$ cat config.mk
export PLATFORM = sky130hd
export DESIGN_NAME = dmem_arbiter
export DESIGN_NICKNAME = d
export VERILOG_FILES = /design/src/rtl/dmem_arb_pkg.sv /design/src/rtl/dmem_arbiter_rr.sv /design/src/rtl/dmem_arbiter.sv
export SDC_FILE = /design/constraint.sdc
export NUM_CORES = 1
export LEC_CHECK = 0
export BUFFER_PORTS_ARGS = -buffer_cell sky130_fd_sc_hd__buf_2
export CELL_PAD_IN_SITES_DETAIL_PLACEMENT = 1
export CELL_PAD_IN_SITES_GLOBAL_PLACEMENT = 1
export CORE_ASPECT_RATIO = 1.2
export CORE_MARGIN = 3
export CORE_UTILIZATION = 25
export CTS_BUF_LIST = sky130_fd_sc_hd__clkbuf_16
export DETAILED_ROUTE_END_ITERATION = 8
export GPL_TIMING_DRIVEN = 0
export PLACE_DENSITY = 0.68
export SYNTH_ARGS = -nofsm -noshare
export SYNTH_HDL_FRONTEND = slang
export SYNTH_SLANG_ARGS = --single-unit
$ cat constraint.sdc
create_clock -name clk -period 2.2 [get_ports clk]
set_clock_uncertainty 0.05 [all_clocks]
set_input_delay 0.11 -clock clk [delete_from_list [all_inputs] [get_ports clk]]
set_output_delay 0.11 -clock clk [all_outputs]
set_load 0.02 [all_outputs]
$ cat src/rtl/dmem_arb_pkg.sv
// dmem_arb_pkg: shared types and default sizes for the
// two-port data-memory arbiter.
package dmem_arb_pkg;

    localparam int DEF_ADDR_W    = 32;
    localparam int DEF_DATA_W    = 32;
    localparam int DEF_MEM_DEPTH = 6501;

    typedef enum logic [1:0] {
        IDLE,
        ACCESS,
        RESP
    } arb_state_e;

    typedef struct packed {
        logic                  write;
        logic [DEF_ADDR_W-1:0] addr;
        logic [DEF_DATA_W-1:0] wdata;
    } dmem_req_t;

endpackage

$ cat src/rtl/dmem_arbiter_rr.sv
// rr_arbiter2: two-way grant selection; the priority
// pointer is owned by the caller.
module rr_arbiter2 (
    input  logic [1:0] req,
    input  logic       enable,
    input  logic       pointer,
    output logic [1:0] grant
);

    always_comb begin
        grant = 2'b00;
        if (enable) begin
            unique case (req)
                2'b01:   grant = 2'b01;
                2'b10:   grant = 2'b10;
                2'b11:   grant = pointer ? 2'b10 : 2'b01;
                default: grant = 2'b00;
            endcase
        end
    end

endmodule

$ cat src/rtl/dmem_arbiter.sv
// dmem_arbiter: round-robin sequencer in front of the
// single-port data memory, with programmable wait states.
module dmem_arbiter
    import dmem_arb_pkg::*;
#(
    parameter int ADDR_W      = DEF_ADDR_W,
    parameter int DATA_W      = DEF_DATA_W,
    parameter int MEM_DEPTH   = DEF_MEM_DEPTH,
    parameter int WAIT_CYCLES = 2
) (
    input  logic              clk,
    input  logic              rst,
    input  logic              req0_valid,
    output logic              req0_ready,
    input  logic              req0_write,
    input  logic [ADDR_W-1:0] req0_addr,
    input  logic [DATA_W-1:0] req0_wdata,
    input  logic              req1_valid,
    output logic              req1_ready,
    input  logic              req1_write,
    input  logic [ADDR_W-1:0] req1_addr,
    input  logic [DATA_W-1:0] req1_wdata,
    output logic              rsp0_valid,
    output logic [DATA_W-1:0] rsp0_rdata,
    output logic              rsp0_err,
    output logic              rsp1_valid,
    output logic [DATA_W-1:0] rsp1_rdata,
    output logic              rsp1_err,
    output logic [ADDR_W-1:0] mem_address,
    output logic [DATA_W-1:0] mem_write_data,
    output logic              mem_read,
    output logic              mem_write,
    input  logic [DATA_W-1:0] mem_read_data
);

    localparam int CNT_W =
        (WAIT_CYCLES > 0) ? $clog2(WAIT_CYCLES + 1) : 1;
    localparam logic [CNT_W-1:0] CNT_INIT =
        CNT_W'(WAIT_CYCLES);
    localparam logic [ADDR_W-1:0] DEPTH =
        ADDR_W'(MEM_DEPTH);

    arb_state_e        state;
    arb_state_e        state_n;
    logic              ptr;
    logic              owner;
    logic [CNT_W-1:0]  cnt;
    dmem_req_t         lat;
    logic [DATA_W-1:0] rdata_q;
    logic              err_q;

    logic [1:0]        grant;
    logic              hs;
    logic              sel;
    logic              sel_write;
    logic [ADDR_W-1:0] sel_addr;
    logic [DATA_W-1:0] sel_wdata;
    logic              sel_err;
    logic              last;

    rr_arbiter2 u_rr (
        .req     ({req1_valid, req0_valid}),
        .enable  (state == IDLE),
        .pointer (ptr),
        .grant   (grant)
    );

    assign req0_ready = grant[0];
    assign req1_ready = grant[1];
    assign hs         = |grant;
    assign sel        = grant[1];
    assign sel_write  = sel ? req1_write : req0_write;
    assign sel_addr   = sel ? req1_addr  : req0_addr;
    assign sel_wdata  = sel ? req1_wdata : req0_wdata;
    assign sel_err    = sel_addr >= DEPTH;
    assign last       = cnt == '0;

    always_ff @(posedge clk or negedge rst) begin
        if (!rst) state <= IDLE;
        else      state <= state_n;
    end

    // Store strobe only on the last held cycle: one write edge.
    always_comb begin
        state_n        = state;
        mem_read       = 1'b0;
        mem_write      = 1'b0;
        mem_address    = '0;
        mem_write_data = '0;
        rsp0_valid     = 1'b0;
        rsp1_valid     = 1'b0;
        unique case (state)
            IDLE: begin
                if (hs) state_n = sel_err ? RESP : ACCESS;
            end
            ACCESS: begin
                mem_address    = ADDR_W'(lat.addr);
                mem_write_data = DATA_W'(lat.wdata);
                mem_read       = !lat.write;
                mem_write      = lat.write && last;
                if (last) state_n = RESP;
            end
            RESP: begin
                rsp0_valid = !owner;
                rsp1_valid = owner;
                state_n    = IDLE;
            end
            default: state_n = IDLE;
        endcase
    end

    always_ff @(posedge clk or negedge rst) begin
        if (!rst) begin
            ptr     <= 1'b0;
            owner   <= 1'b0;
            cnt     <= '0;
            lat     <= '0;
            rdata_q <= '0;
            err_q   <= 1'b0;
        end else if (hs) begin
            ptr       <= ~sel;
            owner     <= sel;
            lat.write <= sel_write;
            lat.addr  <= DEF_ADDR_W'(sel_addr);
            lat.wdata <= DEF_DATA_W'(sel_wdata);
            cnt       <= sel_err ? '0 : CNT_INIT;
            err_q     <= sel_err;
            rdata_q   <= '0;
        end else if (state == ACCESS) begin
            if (!last)
                cnt <= cnt - CNT_W'(1);
            else if (!lat.write)
                rdata_q <= mem_read_data;
        end
    end

    assign rsp0_rdata = rsp0_valid ? rdata_q : '0;
    assign rsp1_rdata = rsp1_valid ? rdata_q : '0;
    assign rsp0_err   = rsp0_valid && err_q;
    assign rsp1_err   = rsp1_valid && err_q;

endmodule

== Word-level counts from Yosys, hierarchy flattened ==
Cells that the tools add are included.

* $add $sub $neg: 1
* Order comparisons: 1
* Equality and inequality tests: 9
* Muxes and demuxes: 26
* Bitwise logic cells: 1
* Reductions and logical operators: 13

{| class="wikitable"
|+ Operator list
! operator !! number
|-
| 2-to-1 mux 32 bit || 10
|-
| >= comparator 32 x 13 -> 1 bit (second input constant) || 1
|-
| 2-to-1 mux 2 bit || 9
|-
| equality test 2 bit (second input constant) || 3
|-
| inequality test 2 bit (second input constant) || 3
|-
| one-hot mux 2 bit (3 select lines) || 1
|-
| 2-to-1 mux 1 bit || 5
|-
| equality test 2 x 1 -> 1 bit (second input constant) || 2
|-
| logical NOT 2 bit || 2
|-
| one-hot mux 2 bit (2 select lines) || 1
|-
| AND reduction 2 bit || 2
|-
| nonzero test 2 bit || 2
|-
| logical AND 1 bit || 3
|-
| AND reduction 3 bit || 1
|-
| logical NOT 1 bit || 2
|-
| inequality test 2 x 1 -> 1 bit (second input constant) || 1
|-
| OR reduction 2 bit || 1
|-
| subtractor 2 x 1 -> 2 bit (second input constant) || 1
|-
| NOT 1 bit || 1
|}

* Register bits: 104
* Output and inout port bits: 136

== Logic depth before layout (Yosys ltp) ==
* Depth after elaboration: 8
* Gate-level depth with buffers: 8
* Mapped depth without buffers: 6

== Hierarchy ==
From an unflattened synthesis, not the netlist that was laid out.

* Cells, all modules: 639
* Area, all modules: 5701.7 sq um

{| class="wikitable"
|+ By module, submodules not included
! module !! instances !! cells an instance !! area an instance (sq um) !! sequential area each (sq um)
|-
| dmem_arbiter || 1 || 634 || 5680.4 || 2602.5
|-
| rr_arbiter2 || 1 || 5 || 21.3 || 0.0
|}

== Worst setup path before layout ==
Ideal clock, no wire load.

* Kind: reg-to-reg
* Start point: register state[0]
* End point: register cnt[1]
* Setup time: 0.137 ns
* Data arrival time: 1.574 ns
* Setup slack: 0.439 ns
* Cell stages (with the launch flop): 6
* Buffers on the path: 0
* Period minus slack after synthesis: 1.761 ns
* Cell sequence: dfrtp_1 > nor3b_4 > nand3_2 > or4_4 > a41oi_2 > a21oi_1

* Cells in the longest elaborated chain, start to end: 6

{| class="wikitable"
|+ Ends and longest elaborated chain
! what !! line !! source
|-
| from (decl) || dmem_arbiter.sv:43 || <nowiki>arb_state_e state;</nowiki>
|-
| from (signal assigned) || dmem_arbiter.sv:80 || <nowiki>else state <= state_n;</nowiki>
|-
| logical NOT 2 bit || dmem_arbiter.sv:63 || <nowiki>.enable (state == IDLE),</nowiki>
|-
| 2-to-1 mux 2 bit || dmem_arbiter_rr.sv:12 || <nowiki>if (enable) begin</nowiki>
|-
| 2-to-1 mux 32 bit || dmem_arbiter.sv:73 || <nowiki>assign sel_addr = sel ? req1_addr : req0_addr;</nowiki>
|-
| >= comparator 32 x 13 -> 1 bit || dmem_arbiter.sv:75 || <nowiki>assign sel_err = sel_addr >= DEPTH;</nowiki>
|-
| 2-to-1 mux 2 bit || dmem_arbiter.sv:126 || <nowiki>cnt <= sel_err ? '0 : CNT_INIT;</nowiki>
|-
| 2-to-1 mux 2 bit || dmem_arbiter.sv:120 || <nowiki>end else if (hs) begin</nowiki>
|-
| to (signal assigned) || dmem_arbiter.sv:126 ||
|-
| to (signal assigned) || dmem_arbiter.sv:131 || <nowiki>cnt <= cnt - CNT_W'(1);</nowiki>
|-
| to (decl) || dmem_arbiter.sv:47 || <nowiki>logic [CNT_W-1:0] cnt;</nowiki>
|}

Several ways; a longest one is shown, not always the timed one.
A chain may end at the register's enable or synchronous reset.

== Worst setup path after layout ==
* Start point: register state[0]
* End point: output port mem_address[10]

* Cells in the longest elaborated chain, start to end: 2

{| class="wikitable"
|+ Ends and longest elaborated chain
! what !! line !! source
|-
| equality test 2 x 1 -> 1 bit || dmem_arbiter.sv:92 || <nowiki>unique case (state)</nowiki>
|-
| 2-to-1 mux 32 bit || dmem_arbiter.sv:92 ||
|-
| to (decl) || dmem_arbiter.sv:29 || <nowiki>output logic [ADDR_W-1:0] mem_address,</nowiki>
|}

No other way between the ends.

==> reports/results.tsv <==
stage	metric	value	unit
synth	Post-synth ARST share	100	%
clock_tree	H-tree depth	3	
worst_setup_path	crit start category	register	
place	dpl ws	-208	ps
routing	Vias	6804	
clock_tree	Inserted Clock Buffers	9	
sta	Slew HR	62.2	%
worst_hold_path	Tightest Hold Check Type	input pin to register	
synth	number of synthesized flops with an enable pin	0	
worst_hold_path	worst hold stages	3	
synth	Mean Syn Cell Area	8.42	µm²
synth	syn_nets	820	
sta	minimum clock period	2160	ps
floorplan	Core Footprint	0.0213	mm²
power	Pwr Total	5370	µW
sta	final slew viol count	0	
sta	setup repair after global routing missed its margin	yes	
synth	Yosys reg bits	104	
layout	filler cell count	2629	
floorplan	die area	0.0238	mm²
clock_tree	Worst-Skew Late Latency	350	ps
routing	final WL	26.5	mm
worst_hold_path	Hold Startpoint	req0_valid	
floorplan	Chip Height	168	µm
routing	ANT nets after route	0	
worst_setup_path	critical path class	register to primary output	
layout	design area	0.00942	mm²
clock_tree	CTS Buffer Depth	2	
sta	post-route worst setup slack	44.1	ps
synth	yosys warns	0	
floorplan	Rows	58	
grt	largest net degree at the start of global routing	55	
sta	slew of the pin with the lowest slew margin	567	ps
worst_setup_path	CP Launch Point	state[0]$_DFFE_PN0P_	
sta	max frequency	0.464	GHz
worst_setup_path	CP arrival	2000	ps
power	P_leak	0.00483	µW
grt	overall routing resource usage	21.4	%
synth	Post-Syn Area	0.00550	mm²
run	max_cap viols	0	
place	dpl cell area	0.00738	mm²
synth	Synth area leaders	dfrtp_1, and2_1, nand2_1	
worst_setup_path	crit path capture type	primary output	
worst_setup_path	CP max FO	10	
sta	Hold Slack	51.4	ps
run_status	status	finished clean	
routing	drt first pass iters	7	
grt	antenna violations before repair	5	
place	HPWL after DPL	17.1	mm
power	Max IR drop VDD	337	µV
place	port bufs	301	
clock_tree	Sink Count	104	
grt	first-pass GRT wire length	40.7	mm
sta	final hold vios	0	
sta	final worst-path cycle share	98.0	%
clock_tree	CTS tree	built	
layout	area delta synth->final	71.3	%
layout	Layout Nets	1299	
layout	Finished Layout Cells	1414	
synth	ys flop type	dfrtp_1	
routing	DR WL/cell	18.8	µm
worst_setup_path	reg2reg start	state[1]$_DFFE_PN0P_	
routing	DR DRC count	0	
floorplan	die width	141	µm
place	DP Cell Count	1225	
worst_setup_path	Required @ worst endpoint	2040	ps
routing	DR iter-0 viols	327	
clock_tree	root buffer cell	clkbuf_16	
synth	top-area cell type share of the netlist area	47.3	%
floorplan	initial core utilization	25.9	%
layout	fraction of layout cells with a size suffix above 1	31.8	%
worst_setup_path	R2R Setup Slk	130	ps
synth	largest area contributor in the netlist	dfrtp_1	
clock_tree	Clock Pin Slew Worst Setup and Hold Paths	70	ps
worst_setup_path	R2R cell count	7	
synth	post-synthesis sequential area ratio	47.3	%
grt	grt ovf	0	
synth	count leader, synth	nand2_1	
grt	vias in the first global route	7465	
synth	commonest cells in the netlist	nand2_1, and2_1, dfrtp_1	
synth	synthesized instance count	653	
routing	vias per inst	4.81	
floorplan	io pins	302	
power	Power Density	571	mW/mm²
synth	library cells used by synthesis	38	
sta	Final setup viols	0	
place	Final Wtd Congestion	0.800	
[through the flow]
stage	util, %	setup TNS [ps]
global placement	34.5	-47860
CTS	43.9	-6790
floorplan	-	0
detailed placement	34.7	-8010
global route	44.3	-289
finish	44.3	0
[where the power goes]
part / internal (µW) / switching, µW
registers: 2200 / 168
clock network: 887 / 790
logic: 615 / 717
[final timing paths]
path | endpoint
hold reg to reg | lat[25]$_DFFE_PN0N_
min in group asynchronous | rdata_q[15]$_DFFE_PN0P_
max in group asynchronous | state[0]$_DFFE_PN0P_
setup reg to reg | lat[47]$_DFFE_PN0N_
hold / removal | ptr$_DFFE_PN0N_
setup / recovery | mem_address[10]
[cell families (layout without fill, tap and decap cells)]
logic type | Yosys count | after routing | synth area share (%)
compound gates | 115 | 115 | 14.4
xor+xnor | 1 | 1 | 0.159
fa+ha+maj | 1 | 1 | 0.228
buf+inv | 80 | 564 | 5.92
flops | 104 | 104 | 47.3
mux | 1 | 1 | 0.205
other cells | 0 | 7 | 0
simple gates | 351 | 351 | 31.7
[placed cells by master, fill, tap and decap left out, types with 3 or more instances in the layout]
cell,count
buf_2,312
dlygate4sd3_1,164
nand2_1,145
and2_1,130
dfrtp_1,103
nor2_1,46
a31oi_1,39
a21oi_1,37
inv_1,32
a222oi_1,27
clkbuf_1,16
clkbuf_2,13
clkbuf_16,9
nor4_1,8
diode_2,7
nand4_1,6
o21ai_0,5
buf_4,4
nor3b_4,3
buf_1,3
[worst max-delay path, stage by stage, from the launching register on]
cell,delay [ps]
dfrtp_2,470
nor2b_2,270
buf_4,240
clkbuf_2,260
and2_1,220
buf_2,180
[area by class of cell]
class	count	area, µm²	area share [%]
inverter	31	116	1.24
clock inverter	7	72.6	0.771
antenna	7	17.5	0.186
timing repair buffer	469	3220	34.2
tap	270	338	3.59
buffer	48	230	2.45
clock buffer	9	225	2.39
sequential	104	2600	27.7
multi-input combinational	469	2590	27.6
[sequential cells by signal, indices dropped and copies added (netlist names)]
| register | cells |
|---|---|
| owner | 1 |
| ptr | 1 |
| state | 2 |
| cnt | 2 |
| err_q | 1 |
| lat | 65 |
| rdata_q | 32 |
[timing repair]
action / CTS / global route
endpoints found under the setup margin: 117 / 159
hold buffers: 164 / 0
buffers inserted: 0 / 3
hold endpoints to repair: 151 / 0
resized for setup: 9 / 20
pin swaps: 1 / 0
[layer usage]
| metal | global-route usage [%] | part of all wire, % |
|---|---|---|
| met1 | 24.4 | 39 |
| met2 | 39.5 | 52 |
| met3 | 2.88 | 4.7 |
| met4 | 9.31 | 3.7 |
| met5 | 0 | 0 |
Power figures use the tool's default switching activity.
